<file path="src/rtl/fifo_stream_reader.sv">
// Drains a synchronous FIFO (1-cycle read latency) into a valid/ready stream
// through a 3-entry skid buffer, and counts delivered words.
module fifo_stream_reader #(
    parameter int DATA_WIDTH = 8,
    parameter int CNT_WIDTH  = 16
) (
    input  logic                  clk,
    input  logic                  rst_,
    input  logic                  enable,
    input  logic                  fifo_empty,
    input  logic [DATA_WIDTH-1:0] fifo_dout,
    output logic                  fifo_rd_en,
    output logic                  m_valid,
    output logic [DATA_WIDTH-1:0] m_data,
    input  logic                  m_ready,
    input  logic                  clr_cnt,
    output logic [CNT_WIDTH-1:0]  word_cnt,
    output logic                  busy
);

    logic [DATA_WIDTH-1:0] slot_mem [0:2];
    logic [1:0]            head;
    logic [1:0]            tail;
    logic [1:0]            occ;
    logic                  pend;
    logic [2:0]            in_flight;
    logic                  pop;

    function automatic logic [1:0] next_ptr(input logic [1:0] p);
        return (p == 2'd2) ? 2'd0 : p + 2'd1;
    endfunction

    // A slot is reserved for every outstanding read, so occ can never pass 3.
    // Gating with rst_ keeps the strobe low while the controller is held in reset.
    assign in_flight  = {1'b0, occ} + {2'b00, pend};
    assign fifo_rd_en = rst_ && enable && !fifo_empty && (in_flight < 3'd3);

    assign m_valid = (occ != 2'd0);
    assign m_data  = slot_mem[head];
    assign busy    = (occ != 2'd0) || pend;
    assign pop     = m_valid && m_ready;

    always_ff @(posedge clk or negedge rst_) begin
        if (!rst_) begin
            head     <= 2'd0;
            tail     <= 2'd0;
            occ      <= 2'd0;
            pend     <= 1'b0;
            word_cnt <= '0;
        end else begin
            pend <= fifo_rd_en;
            if (pend)
                tail <= next_ptr(tail);
            if (pop)
                head <= next_ptr(head);
            case ({pend, pop})
                2'b10:   occ <= occ + 2'd1;
                2'b01:   occ <= occ - 2'd1;
                default: occ <= occ;
            endcase
            // Clear wins over a coincident handshake; that word goes uncounted.
            if (clr_cnt)
                word_cnt <= '0;
            else if (pop)
                word_cnt <= word_cnt + {{(CNT_WIDTH-1){1'b0}}, 1'b1};
        end
    end

    // Data slots carry no reset; occ alone decides what is valid.
    always_ff @(posedge clk) begin
        if (pend)
            slot_mem[tail] <= fifo_dout;
    end

endmodule

</file>
<file path="config.mk">
export PLATFORM = sky130hd
export DESIGN_NAME = fifo_stream_reader
export DESIGN_NICKNAME = d
export VERILOG_FILES = /design/src/rtl/fifo_stream_reader.sv
export SDC_FILE = /design/constraint.sdc
export NUM_CORES = 1
export LEC_CHECK = 0
export ABC_CLOCK_PERIOD_IN_PS = 1700
export CELL_PAD_IN_SITES_DETAIL_PLACEMENT = 2
export CELL_PAD_IN_SITES_GLOBAL_PLACEMENT = 2
export CORE_MARGIN = 2
export CORE_UTILIZATION = 30
export DETAILED_ROUTE_END_ITERATION = 12
export PLACE_DENSITY = 0.72
export SYNTH_ARGS = -nofsm -noshare
export SYNTH_HDL_FRONTEND = slang
export SYNTH_SLANG_ARGS = --single-unit
</file>
<file path="constraint.sdc">
create_clock -name clk -period 1.7 [get_ports clk]
set_clock_uncertainty 0.2 [all_clocks]
set_input_delay 0.34 -clock clk [delete_from_list [all_inputs] [get_ports clk]]
set_output_delay 0.34 -clock clk [all_outputs]
set_load 0.05 [all_outputs]
</file>
==> impl_metrics.env, run 1 <==
export IMPL_tritoncts="yes"
export IMPL_pwr_density_cell_mw_per_mm2=1350
export IMPL_portBuffers=40
export IMPL_reported_max_cap_violation_count=0
export IMPL_worstPathCellList="ha_2, ha_4, a2111oi_4, buf_12"
export IMPL_vdd_ir_drop_worst_mv=0.668
export IMPL_end_kind="output port"
export IMPL_finalHoldViolCount=0
export IMPL_cts_inserted_buffers=5
export IMPL_fmaxAchievable_mhz=438
export IMPL_dr_pass1_iters=4
export IMPL_grt_setup_unrepaired="true"
export IMPL_regToRegStartpoint="occ[0]$_DFFE_PN0P_"
export IMPL_leak_pwr_nw=1.39
export IMPL_post_synth_instance_area_sq_mm=0.00206
export IMPL_maximum_number_of_pins_on_one_net_before_global_route_repair=24
export IMPL_cts_buffer_depth=2
export IMPL_fp_row_count=30
export IMPL_yosysTopAreaCell="sky130_fd_sc_hd__edfxtp_1"
export IMPL_number_of_drc_violations_after_detailed_routing=0
export IMPL_finalWeightedCongestion=0.746
export IMPL_post_synth_inst_count=166
export IMPL_globalRouteOverflowTotal=0
export IMPL_floorplan_die_height_um=86.8
export IMPL_top_level_ports=41
export IMPL_violations="negative setup slack"
export IMPL_clock_insertion_delay_worst_skew_ns=0.32
export IMPL_post_synth_num_cell_types=33
export IMPL_final_critical_path_setup_slack_ns=-0.581
export IMPL_ys_top_cells_by_area="sky130_fd_sc_hd__edfxtp_1 35%, sky130_fd_sc_hd__dfrtp_1 28%, sky130_fd_sc_hd__mux2i_1 3.9%"
export IMPL_path_class="flop to output port"
export IMPL_cpMaxStageDelayCell="sky130_fd_sc_hd__dfrtp_1"
export IMPL_fin_util_pct=55.1
export IMPL_timing_final_setup_violations=28
export IMPL_postSynth_asyncResetShare_pct=48.9
export IMPL_timing_critical_path_arrival_ns=1.74
export IMPL_drt_wirelength_per_cell_um=24.5
export IMPL_period_minus_slack_ns=2.28
export IMPL_cp_required_ns=1.16
export IMPL_run_status="finished, violations left"
export IMPL_overall_global_routing_resource_usage_pct=20.4
export IMPL_cp_slowest_stage_delay_ns=0.42
export IMPL_timing_max_transition_violations_final=0
export IMPL_fin_crit_sh_pct=134
export IMPL_synth_sequential_area_ratio_pct=63.0
export IMPL_grt_pass1_vias=1993
export IMPL_worst_path_buf_inv=1
export IMPL_design_die_area_sq_mm=0.00754
export IMPL_clock_tree_htree_level_count=2
export IMPL_via_count=1766
export IMPL_core_area_sq_mm=0.00672
export IMPL_rel_slew_slack_pct=68.0
export IMPL_synthesis_nets=184
export IMPL_die_width_um=86.8
export IMPL_reg2regPathDepth=9
export IMPL_setup_total_negative_slack_ns=-7.41
export IMPL_drt_total_wl_um=8180
export IMPL_grt_pass1_wl_um=11400
export IMPL_fin_nets=270
export IMPL_critPathTopFamily="adder cells"
export IMPL_post_dp_hpwl_um=4840
export IMPL_dpl_instance_area_sq_mm=0.00321
export IMPL_cts_sinks=47
export IMPL_syn_avg_cell_area_sq_um=12.4
export IMPL_via_per_inst=5.30
export IMPL_finalInstanceArea_sq_mm=0.00370
export IMPL_yosys_register_bits=47
export IMPL_ys_dominant_reg_cell="sky130_fd_sc_hd__edfxtp_1"
export IMPL_cts_reportedPaths_clkPinSlew_ns=0.11
export IMPL_hp_class="primary input to asynchronous set/reset pin"
export IMPL_netlist_area_leader_share_pct=35.0
export IMPL_critPathLaunchType="flop"
export IMPL_synth_warnings=0
export IMPL_detail_route_antenna_nets=0
export IMPL_rrSetupSlack_ns=-0.37
export IMPL_num_antenna_cells=0
export IMPL_areaGrowthSynthToFinish_pct=79.8
export IMPL_grt_antenna_before_repair=0
export IMPL_crit_fanout=2
export IMPL_dr_first_iter_drc_count=61
export IMPL_clockRootBuffer="sky130_fd_sc_hd__clkbuf_8"
export IMPL_drive_gt1_share_pct=59.3
export IMPL_floorplan_initialDensity_pct=30.6
export IMPL_r2r_end="word_cnt[7]$_DFFE_PN0P_"
export IMPL_timing_worst_slew_pin_value_ns=0.478
export IMPL_synth_edf_count=24
-- logic make-up after synthesis --
group                    count (synthesis)  share of synthesized area, %
flip-flops                              47                          63.0
multiplexers                             9                          4.44
adder cells (fa/ha/maj)                  4                          2.43
AND/OR/NAND/NOR                         54                          13.1
AO/OA/AOI/OAI                           34                          11.2
buffers and inverters                    8                          1.64
XOR/XNOR                                10                          4.26
-- placed cells by master, fill, tap and decap left out, types with 3 or more instances in the layout --
| cell | n |
|---|---|
| sky130_fd_sc_hd__ha_4 | 3 |
| sky130_fd_sc_hd__dfrtp_2 | 15 |
| sky130_fd_sc_hd__clkbuf_8 | 5 |
| sky130_fd_sc_hd__o21ai_4 | 9 |
| sky130_fd_sc_hd__nand2_1 | 18 |
| sky130_fd_sc_hd__edfxtp_1 | 24 |
| sky130_fd_sc_hd__mux2i_4 | 8 |
| sky130_fd_sc_hd__xor2_1 | 5 |
| sky130_fd_sc_hd__or4_4 | 3 |
| sky130_fd_sc_hd__clkdlybuf4s50_1 | 13 |
| sky130_fd_sc_hd__buf_4 | 36 |
| sky130_fd_sc_hd__xnor2_2 | 3 |
| sky130_fd_sc_hd__or3_1 | 3 |
| sky130_fd_sc_hd__buf_12 | 25 |
| sky130_fd_sc_hd__a21oi_2 | 4 |
| sky130_fd_sc_hd__o31ai_1 | 3 |
| sky130_fd_sc_hd__dfrtp_1 | 8 |
| sky130_fd_sc_hd__nor2_1 | 9 |
| sky130_fd_sc_hd__and3_1 | 3 |
| sky130_fd_sc_hd__buf_6 | 10 |
| sky130_fd_sc_hd__a21oi_1 | 5 |
-- flip-flops by register name, indices dropped and copies added, names as in the netlist --
name,count
head,2
slot_mem,24
pend,1
occ,2
tail,2
word_cnt,16
-- through the flow --
step	power (W)	hold WS (ns)	instances	setup slack, ns
floorplan	0.00265	-0.156	166	-0.395
global placement	0.00347	0.322	314	-0.409
detailed placement	0.00358	0.363	314	-0.430
CTS	0.00483	0.298	328	-0.574
global route	0.00520	0.316	333	-0.647
finish	0.00501	0.291	333	-0.581
-- power by group --
part | switching (W) | internal, W
Clock | 0.000429 | 0.000439
Sequential | 0.000143 | 0.00133
Combinational | 0.00135 | 0.00132
Total | 0.00192 | 0.00308
-- synth_stat cells, types with 2 or more instances --
cell type / count
sky130_fd_sc_hd__nand2_1: 20
sky130_fd_sc_hd__o211ai_1: 2
sky130_fd_sc_hd__nand4_1: 2
sky130_fd_sc_hd__nand3_1: 4
sky130_fd_sc_hd__a21oi_1: 9
sky130_fd_sc_hd__ha_1: 4
sky130_fd_sc_hd__or3_1: 5
sky130_fd_sc_hd__edfxtp_1: 24
sky130_fd_sc_hd__or4_1: 4
sky130_fd_sc_hd__o21ai_0: 12
sky130_fd_sc_hd__nor2_1: 10
sky130_fd_sc_hd__dfrtp_1: 23
sky130_fd_sc_hd__and4_1: 2
sky130_fd_sc_hd__clkbuf_1: 5
sky130_fd_sc_hd__xor2_1: 7
sky130_fd_sc_hd__xnor2_1: 3
sky130_fd_sc_hd__a21o_1: 2
sky130_fd_sc_hd__and3_1: 3
sky130_fd_sc_hd__mux2i_1: 8
sky130_fd_sc_hd__o31ai_1: 4
-- how the worst max path moves through the flow --
stage | cells after the start | endpoint | start | slack (ns)
after global routing | 4 | fifo_rd_en | pend$_DFF_PN0_ | -0.65
after CTS | 4 | fifo_rd_en | pend$_DFF_PN0_ | -0.57
after detailed placement | 6 | word_cnt[11]$_DFFE_PN0P_ | m_ready | -0.43
after floorplan | 3 | fifo_rd_en | occ[0]$_DFFE_PN0P_ | -0.40
final | 4 | fifo_rd_en | pend$_DFF_PN0_ | -0.58
after global placement | 4 | fifo_rd_en | rst_ | -0.41
-- cell type report --
cell class                 instances  area [sq um]
sequential                        47          1320
tap                               80           100
multi-input combinational        111          1140
clock inverter                     3          43.8
clock buffer                       5          68.8
inverter                           2          7.51
timing repair buffer              85          1030
fill                             611          3020
-- per-layer routing --
metal,track usage [%],wire (um),vias up
met4,4.83,145,0
met3,3.90,222,10
met1,25.0,3240,927
met5,0,0,-
met2,36.7,4570,45
li1,-,-,784
-- what timing repair did --
item,4_1_cts,5_1_grt
pin swaps,9,18
setup endpoints to repair,27,34
gates cloned,0,0
buffers inserted,6,5
resized for setup,38,24
hold buffers,0,0
No activity file was read; power rests on OpenSTA's default activity.
==> run 2, diff against run 1 <==
SKIP_CTS_REPAIR_TIMING = 1   (was default)
==> run 2 against run 1 <==
  * Global-route usage is 2.0 points lower
  * Via count is 2.8% lower
  * Combinational power is 1% lower
  * Clock-buffer cell count stayed put
  * Register-to-register slack better by 0.05 ns
  * The flow still finishes with violations (negative setup slack)
  * Flip-flop and latch count stayed put
  * Core utilization is 0.47 points lower
  * Design area is 0.85% lower
  * Sequential power hardly changed
  * Hold slack worse by 0.027 ns
==> impl_metrics.env, run 2 (synthesis results as in run 1) <==
export IMPL_setup_total_negative_slack_ns=-7.00
export IMPL_finalHoldViolCount=0
export IMPL_layout_commonest_cell="sky130_fd_sc_hd__buf_4"
export IMPL_hp_class="primary input to asynchronous set/reset pin"
export IMPL_mostFrequentLayoutCells="31 x sky130_fd_sc_hd__buf_4, 26 x sky130_fd_sc_hd__buf_12, 24 x sky130_fd_sc_hd__edfxtp_1"
export IMPL_crit_fanout=2
export IMPL_cts_inserted_buffers=5
export IMPL_run_status="finished, violations left"
export IMPL_fin_util_pct=54.6
export IMPL_worstPathCellList="ha_2, ha_4, a2111oi_4, buf_12"
export IMPL_cts_buffer_depth=2
export IMPL_timing_hold_ws_ns=0.264
export IMPL_timing_worst_slew_pin_value_ns=0.492
export IMPL_post_dp_hpwl_um=4840
export IMPL_critPathLaunchType="flop"
export IMPL_clock_tree_htree_level_count=2
export IMPL_reported_max_cap_violation_count=0
export IMPL_placed_cells_incl_taps=314
export IMPL_drt_total_wl_um=7680
export IMPL_max_flop_register="slot_mem"
export IMPL_cpMaxStageDelayCell="sky130_fd_sc_hd__dfrtp_1"
export IMPL_rrSetupSlack_ns=-0.32
export IMPL_dr_pass1_iters=4
export IMPL_die_width_um=86.8
export IMPL_preCtsSetupSlack_ns=-0.430
export IMPL_overall_global_routing_resource_usage_pct=18.4
export IMPL_leak_pwr_nw=1.35
export IMPL_grt_antenna_before_repair=0
export IMPL_fin_crit_sh_pct=134
export IMPL_end_kind="output port"
export IMPL_grt_pass1_wl_um=10400
export IMPL_via_count=1716
export IMPL_via_per_inst=5.22
export IMPL_dr_first_iter_drc_count=52
export IMPL_grt_pass1_vias=1952
export IMPL_globalRouteOverflowTotal=0
export IMPL_fin_nets=266
export IMPL_rel_slew_slack_pct=67.1
export IMPL_drt_wirelength_per_cell_um=23.3
export IMPL_grt_setup_unrepaired="true"
export IMPL_number_of_drc_violations_after_detailed_routing=0
export IMPL_drive_gt1_share_pct=56.2
export IMPL_path_class="flop to output port"
export IMPL_largest_register_ff_count=24
export IMPL_cp_slowest_stage_delay_ns=0.43
export IMPL_critPathTopFamily="adder cells"
export IMPL_timing_final_setup_violations=27
export IMPL_maximum_number_of_pins_on_one_net_before_global_route_repair=24
export IMPL_final_critical_path_setup_slack_ns=-0.586
export IMPL_cts_reportedPaths_clkPinSlew_ns=0.10
export IMPL_core_area_sq_mm=0.00672
export IMPL_detail_route_antenna_nets=0
export IMPL_design_die_area_sq_mm=0.00754
export IMPL_portBuffers=40
export IMPL_vdd_ir_drop_worst_mv=0.826
export IMPL_tritoncts="yes"
export IMPL_layout_top_registers="slot_mem: 24 flops, word_cnt: 16 flops"
export IMPL_pwr_density_cell_mw_per_mm2=1350
export IMPL_violations="negative setup slack"
export IMPL_clock_insertion_delay_worst_skew_ns=0.32
export IMPL_timing_critical_path_arrival_ns=1.75
export IMPL_floorplan_die_height_um=86.8
export IMPL_clockRootBuffer="sky130_fd_sc_hd__clkbuf_8"
export IMPL_period_minus_slack_ns=2.29
export IMPL_fp_row_count=30
export IMPL_cts_sinks=47
export IMPL_instances_no_fill=329
export IMPL_cp_required_ns=1.16
export IMPL_num_antenna_cells=0
export IMPL_areaGrowthSynthToFinish_pct=78.3
export IMPL_worst_path_buf_inv=1
export IMPL_top_level_ports=41
export IMPL_fmaxAchievable_mhz=437
export IMPL_timing_max_transition_violations_final=0
export IMPL_finalWeightedCongestion=0.746
export IMPL_floorplan_initialDensity_pct=30.6
==> run 2: per-layer routing <==
layer | share of wire [%] | global-route usage [%]
met3 | 3.3 | 4.00
met1 | 42 | 22.3
met2 | 53 | 32.8
met4 | 2.2 | 4.83
met5 | 0 | 0
==> run 2: path summary, 6_finish.rpt <==
kind | start | to | cells after the start
setup / recovery | pend$_DFF_PN0_ | fifo_rd_en | 4
hold / removal | rst_ | pend$_DFF_PN0_ | 2
setup reg to reg | occ[0]$_DFFE_PN0P_ | word_cnt[9]$_DFFE_PN0P_ | 9
hold reg to reg | tail[1]$_DFFE_PN0P_ | tail[1]$_DFFE_PN0P_ | 1
max in group asynchronous | rst_ | word_cnt[3]$_DFFE_PN0P_ | 2
min in group clk | tail[1]$_DFFE_PN0P_ | tail[1]$_DFFE_PN0P_ | 1
==> run 2: per-stage QoR <==
stage          instance area (sq um)  power, W
4_1_cts                         3320   0.00445
5_1_grt                         3670   0.00517
3_3_place_gp                    3210   0.00347
6_report                        3670   0.00496
2_1_floorplan                   2240   0.00265
3_5_place_dp                    3210   0.00358
==> run 2: where the power goes <==
| part | internal (W) | total, W | switching (W) |
|---|---|---|---|
| Combinational | 0.00129 | 0.00263 | 0.00134 |
| Clock | 0.000439 | 0.000866 | 0.000427 |
| Sequential | 0.00133 | 0.00147 | 0.000142 |
| Total | 0.00306 | 0.00496 | 0.00190 |
==> run 2: area by class of cell <==
cell class / count / area (sq um)
clock buffer: 5 / 68.8
clock inverter: 3 / 43.8
fill: 606 / 3050
inverter: 2 / 10.0
multi-input combinational: 112 / 1130
sequential: 47 / 1320
tap: 80 / 100
timing repair buffer: 80 / 1000
